$ cat src/rtl/alu_share_arb.sv
// Round-robin arbiter sharing one ALU between NREQ requesters.
// Ports: req_* valid/ready in, rsp_* valid/ready out, alu_* to/from ALU.
module alu_share_arb #(
  parameter int WIDTH = 8,
  parameter int OPC   = 3,
  parameter int NREQ  = 4,
  localparam int IDW  = $clog2(NREQ)
) (
  input  logic                  clk,
  input  logic                  rst_n,
  input  logic [NREQ-1:0]       req_valid,
  output logic [NREQ-1:0]       req_ready,
  input  logic [NREQ*WIDTH-1:0] req_a,
  input  logic [NREQ*WIDTH-1:0] req_b,
  input  logic [NREQ*OPC-1:0]   req_ctrl,
  output logic                  rsp_valid,
  input  logic                  rsp_ready,
  output logic [IDW-1:0]        rsp_id,
  output logic [WIDTH-1:0]      rsp_result,
  output logic                  busy,
  output logic [WIDTH-1:0]      alu_a,
  output logic [WIDTH-1:0]      alu_b,
  output logic [OPC-1:0]        alu_ctrl,
  input  logic [WIDTH-1:0]      alu_result
);

  typedef enum logic [1:0] {
    S_IDLE = 2'd0,
    S_EXEC = 2'd1,
    S_RESP = 2'd2
  } state_e;

  state_e           state_q, state_d;
  logic [IDW-1:0]   prio_q, prio_d;
  logic [WIDTH-1:0] alu_a_q, alu_a_d;
  logic [WIDTH-1:0] alu_b_q, alu_b_d;
  logic [OPC-1:0]   alu_ctrl_q, alu_ctrl_d;
  logic [IDW-1:0]   rsp_id_q, rsp_id_d;
  logic [WIDTH-1:0] rsp_result_q, rsp_result_d;
  logic             rsp_valid_q, rsp_valid_d;
  logic             busy_q, busy_d;

  logic [WIDTH-1:0] a_arr [NREQ];
  logic [WIDTH-1:0] b_arr [NREQ];
  logic [OPC-1:0]   c_arr [NREQ];

  for (genvar i = 0; i < NREQ; i++) begin : g_unpack
    assign a_arr[i] = req_a[i*WIDTH +: WIDTH];
    assign b_arr[i] = req_b[i*WIDTH +: WIDTH];
    assign c_arr[i] = req_ctrl[i*OPC +: OPC];
  end

  logic           grant_any;
  logic [IDW-1:0] grant_idx;
  logic [IDW-1:0] cand;
  int             idx;

  // Circular search starting at prio_q; first valid requester wins.
  always_comb begin
    grant_any = 1'b0;
    grant_idx = '0;
    cand      = '0;
    idx       = 0;
    for (int k = 0; k < NREQ; k++) begin
      idx = int'(prio_q) + k;
      if (idx >= NREQ) idx = idx - NREQ;
      cand = IDW'(idx);
      if (!grant_any && req_valid[cand]) begin
        grant_any = 1'b1;
        grant_idx = cand;
      end
    end
  end

  // rst_n gates the grant so it clears the instant reset asserts.
  always_comb begin
    req_ready = '0;
    if (rst_n && state_q == S_IDLE && grant_any)
      req_ready[grant_idx] = 1'b1;
  end

  always_comb begin
    state_d      = state_q;
    prio_d       = prio_q;
    alu_a_d      = alu_a_q;
    alu_b_d      = alu_b_q;
    alu_ctrl_d   = alu_ctrl_q;
    rsp_id_d     = rsp_id_q;
    rsp_result_d = rsp_result_q;
    rsp_valid_d  = rsp_valid_q;
    busy_d       = busy_q;
    unique case (state_q)
      S_IDLE: begin
        if (grant_any) begin
          alu_a_d    = a_arr[grant_idx];
          alu_b_d    = b_arr[grant_idx];
          alu_ctrl_d = c_arr[grant_idx];
          rsp_id_d   = grant_idx;
          prio_d     = (grant_idx == IDW'(NREQ-1))
                     ? '0 : grant_idx + IDW'(1);
          busy_d     = 1'b1;
          state_d    = S_EXEC;
        end
      end
      S_EXEC: begin
        rsp_result_d = alu_result;
        rsp_valid_d  = 1'b1;
        state_d      = S_RESP;
      end
      S_RESP: begin
        if (rsp_ready) begin
          rsp_valid_d = 1'b0;
          busy_d      = 1'b0;
          state_d     = S_IDLE;
        end
      end
      default: begin
        rsp_valid_d = 1'b0;
        busy_d      = 1'b0;
        state_d     = S_IDLE;
      end
    endcase
  end

  always_ff @(posedge clk or negedge rst_n) begin
    if (!rst_n) begin
      state_q      <= S_IDLE;
      prio_q       <= '0;
      alu_a_q      <= '0;
      alu_b_q      <= '0;
      alu_ctrl_q   <= '0;
      rsp_id_q     <= '0;
      rsp_result_q <= '0;
      rsp_valid_q  <= 1'b0;
      busy_q       <= 1'b0;
    end else begin
      state_q      <= state_d;
      prio_q       <= prio_d;
      alu_a_q      <= alu_a_d;
      alu_b_q      <= alu_b_d;
      alu_ctrl_q   <= alu_ctrl_d;
      rsp_id_q     <= rsp_id_d;
      rsp_result_q <= rsp_result_d;
      rsp_valid_q  <= rsp_valid_d;
      busy_q       <= busy_d;
    end
  end

  assign alu_a      = alu_a_q;
  assign alu_b      = alu_b_q;
  assign alu_ctrl   = alu_ctrl_q;
  assign rsp_id     = rsp_id_q;
  assign rsp_result = rsp_result_q;
  assign rsp_valid  = rsp_valid_q;
  assign busy       = busy_q;

endmodule

$ cat config.mk
export PLATFORM = sky130hd
export DESIGN_NAME = alu_share_arb
export DESIGN_NICKNAME = d
export VERILOG_FILES = /design/src/rtl/alu_share_arb.sv
export SDC_FILE = /design/constraint.sdc
export NUM_CORES = 1
export LEC_CHECK = 0
export CAP_MARGIN = 20
export CORE_MARGIN = 4
export CORE_UTILIZATION = 35
export DETAILED_ROUTE_END_ITERATION = 8
export PLACE_DENSITY = 0.83
export SLEW_MARGIN = 10
export SYNTH_ARGS = -nofsm -noshare
export SYNTH_HDL_FRONTEND = slang
export SYNTH_SLANG_ARGS = --single-unit
$ cat constraint.sdc
create_clock -name clk -period 4.95 [get_ports clk]
set_input_delay 0.99 -clock clk [delete_from_list [all_inputs] [get_ports clk]]
set_output_delay 0.99 -clock clk [all_outputs]
set_load 0.005 [all_outputs]
==> flow_metrics.tcl <==
set metrics [dict create \
    cts_tree "built" \
    yosysWarnings 0 \
    start_kind "primary input" \
    clock_skew_ns 0.00627 \
    place_hpwl_um 5000 \
    ys_types 34 \
    die_x_um 83.3 \
    synthSimpleGateAreaFrac_pct 12.7 \
    min_path_type "flop to flop" \
    relSlewSlack_pct 47.3 \
    globalplace.congestion 0.751 \
    cts_buffers 5 \
    outcome "complete, no violations" \
    overflow 0 \
    io_buffers 125 \
    hold_buffers 0 \
    synth_top_family_by_area "compound AO/OA/AOI/OAI gates" \
    synthesis.instances 196 \
    drc_errors 0 \
    cp_data_arrival_time_ns 3.07 \
    critPathMaxFanout 9 \
    final_nets 408 \
    die_area_um2 6930 \
    grt_max_degree 36 \
    netlist_area_um2 1980 \
    cts_root_buf "clkbuf_8" \
    drtPass1Iterations 4 \
    cts_max_path_buffers 2 \
    routedWlPerCell_um 17.0 \
    endpoint_kind "output port" \
    cts_resized 0 \
    syn_nets 287 \
    peakVddDrop_mv 0.260 \
    viasPerCell 5.20 \
    drive_above_1_share_pct 8.23 \
    finalCritPeriodShare_pct 82.0 \
    crit_type "primary input to output port" \
    seq_area_frac_synth_pct 44.2 \
    grt_pass1_wl_um 10700 \
    wirelength_um 6590 \
    synth_area_leaders "dfrtp_1 (44%), mux2_2 (6.8%), mux2_1 (6.3%)" \
    setup_tns_ns 0 \
    finalMaxSlewViolations 0 \
    drv_cap 0 \
    synth.area.mux_share_pct 16.1 \
    postCtsSetupBuffers 0 \
    start_util_pct 36.0 \
    setup_viol 0 \
    synth_compound_area_share_pct 21.8 \
    clock_latency_ns 0.27 \
    io_pins 126 \
    synth_xor_xnor_area_share_pct 0 \
    synth_area_leader_cell "dfrtp_1" \
    fmax_mhz 246 \
    cts.htree.levels 2 \
    num_vias 2017 \
    dp_cells 382 \
    initialDrtViolationCount 80 \
    min_period_ns 4.06 \
    cts.clk_slew.worst_paths_ns 0.07 \
    hold_violations 0 \
    grt_pass1_vias 2181 \
    rsz0062_at_grt "no" \
    syn2layout_area_growth_pct 68.7 \
    finalNonFillerCells 388 \
    ys_ff_latch 35 \
    antenna_found_initial 0 \
    diodes 0 \
    dieHeight_um 83.3 \
    worstPathRequired_ns 3.96 \
    ant_nets 0 \
    synth_adder_area_share_pct 0 \
    cts_num_sinks 35 \
    p_per_area_nw_per_um2 499 \
    gr-usage-all-layers_pct 18.8 \
    final_util_pct 60.7 \
    worstMarginPinSlew_ns 0.789 \
    total_leakage_power_uw 0.00137 \
    avgSynthCellArea_um2 10.1 \
    fp-row-count 27 \
    fillerInstances 487 \
    synth_top_area_share_pct 44.2 \
    coreArea_um2 5510 \
]
## power by group
group	leakage [uW]	internal [uW]	switching, uW
clock	0.0000371	93.7	89.8
combinational	0.000931	548	403
sequential	0.000402	436	96.8
total	0.00137	1080	590
## synthesized netlist by cell type
cell type / number
dfrtp_1: 35
nor2_1: 23
nand2_1: 19
a21oi_1: 15
a221oi_1: 13
mux2_2: 12
mux2_1: 11
buf_2: 8
o22a_1: 7
a221o_1: 6
and3_1: 6
clkbuf_1: 6
mux2i_1: 6
o21ai_0: 4
a21o_1: 2
buf_6: 2
inv_1: 2
nor2b_1: 2
o21a_1: 2
a21boi_0: 1
and2b_1: 1
buf_4: 1
clkinv_1: 1
nand2b_1: 1
nand4b_1: 1
nor4_1: 1
o211a_1: 1
o21bai_1: 1
o221ai_1: 1
o221ai_2: 1
o22ai_1: 1
o311ai_2: 1
or3_1: 1
or3b_1: 1
## path summary, 6_finish.rpt
kind / startpoint / end / slack, ns / cells past startpoint
min in group asynchronous: rst_n / rsp_result[3] / 0.81 / 2
setup reg to reg: prio_q[1] / alu_a[6] / 2.84 / 6
hold reg to reg: rsp_valid / rsp_valid / 0.49 / 1
max in group asynchronous: rst_n / alu_b[1] / 3.83 / 2
setup / recovery: req_valid[0] / req_ready[3] / 0.89 / 6
hold / removal: rsp_valid / rsp_valid / 0.49 / 1
## cells by family (layout without fill, tap and decap cells)
family | after synthesis | after routing
AO/OA/AOI/OAI | 56 | 56
buffers and inverters | 20 | 140
flip-flops | 35 | 35
multiplexers | 29 | 29
AND/OR/NAND/NOR | 56 | 56
## critical path, stage by stage
cell and delay, ns:
clkdlybuf4s50_1 0.57, and2b_1 0.27, o21bai_1 0.16, and3_1 0.36, and3_1 0.21, clkdlybuf4s50_1 0.50
## layout by cell type, fill, tap and decap left out, drive strengths merged, types with 7 or more instances in the layout
cell	synthesis	layout
mux2	23	23
buf	11	7
a21oi	15	15
nor2	23	23
a221oi	13	13
nand2	19	19
dfrtp	35	35
clkdlybuf4s50	0	124
o22a	7	7
## sequential cells by signal, summed over array words and instances (netlist names)
signal      flops
alu_ctrl        3
state_q         2
rsp_valid       1
prio_q          2
rsp_result      8
rsp_id          2
alu_b           8
busy            1
alu_a           8
## layer usage
metal / part of all wire, % / wire (um) / GRT usage (%)
met1: 40 / 2660 / 21.9
met2: 52 / 3400 / 33.5
met3: 6.2 / 410 / 5.56
met4: 1.9 / 123 / 5.05
met5: 0 / 0 / 0
## per-stage QoR
step / total power, uW / hold WS, ns / worst slack (ns) / instance area (um^2)
final: 1670 / 0.485 / 0.892 / 3340
after global routing: 1800 / 0.500 / 0.792 / 3340
after CTS: 1680 / 0.486 / 0.907 / 3340
after detailed placement: 1490 / 0.470 / 0.933 / 3270
after global placement: 1460 / 0.464 / 1.02 / 3270
after floorplan: 1040 / 0.473 / 1.90 / 1980
## area by class of cell
cell class / count / area [um^2] / area share (%)
well taps: 72 / 90.1 / 2.69
inverters: 3 / 11.3 / 0.337
clock buffers: 6 / 72.6 / 2.17
flip-flops and latches: 35 / 876 / 26.2
multi-input cells: 141 / 1000 / 30.0
repair buffers: 131 / 1290 / 38.6
No activity file was read; power rests on OpenSTA's default activity.
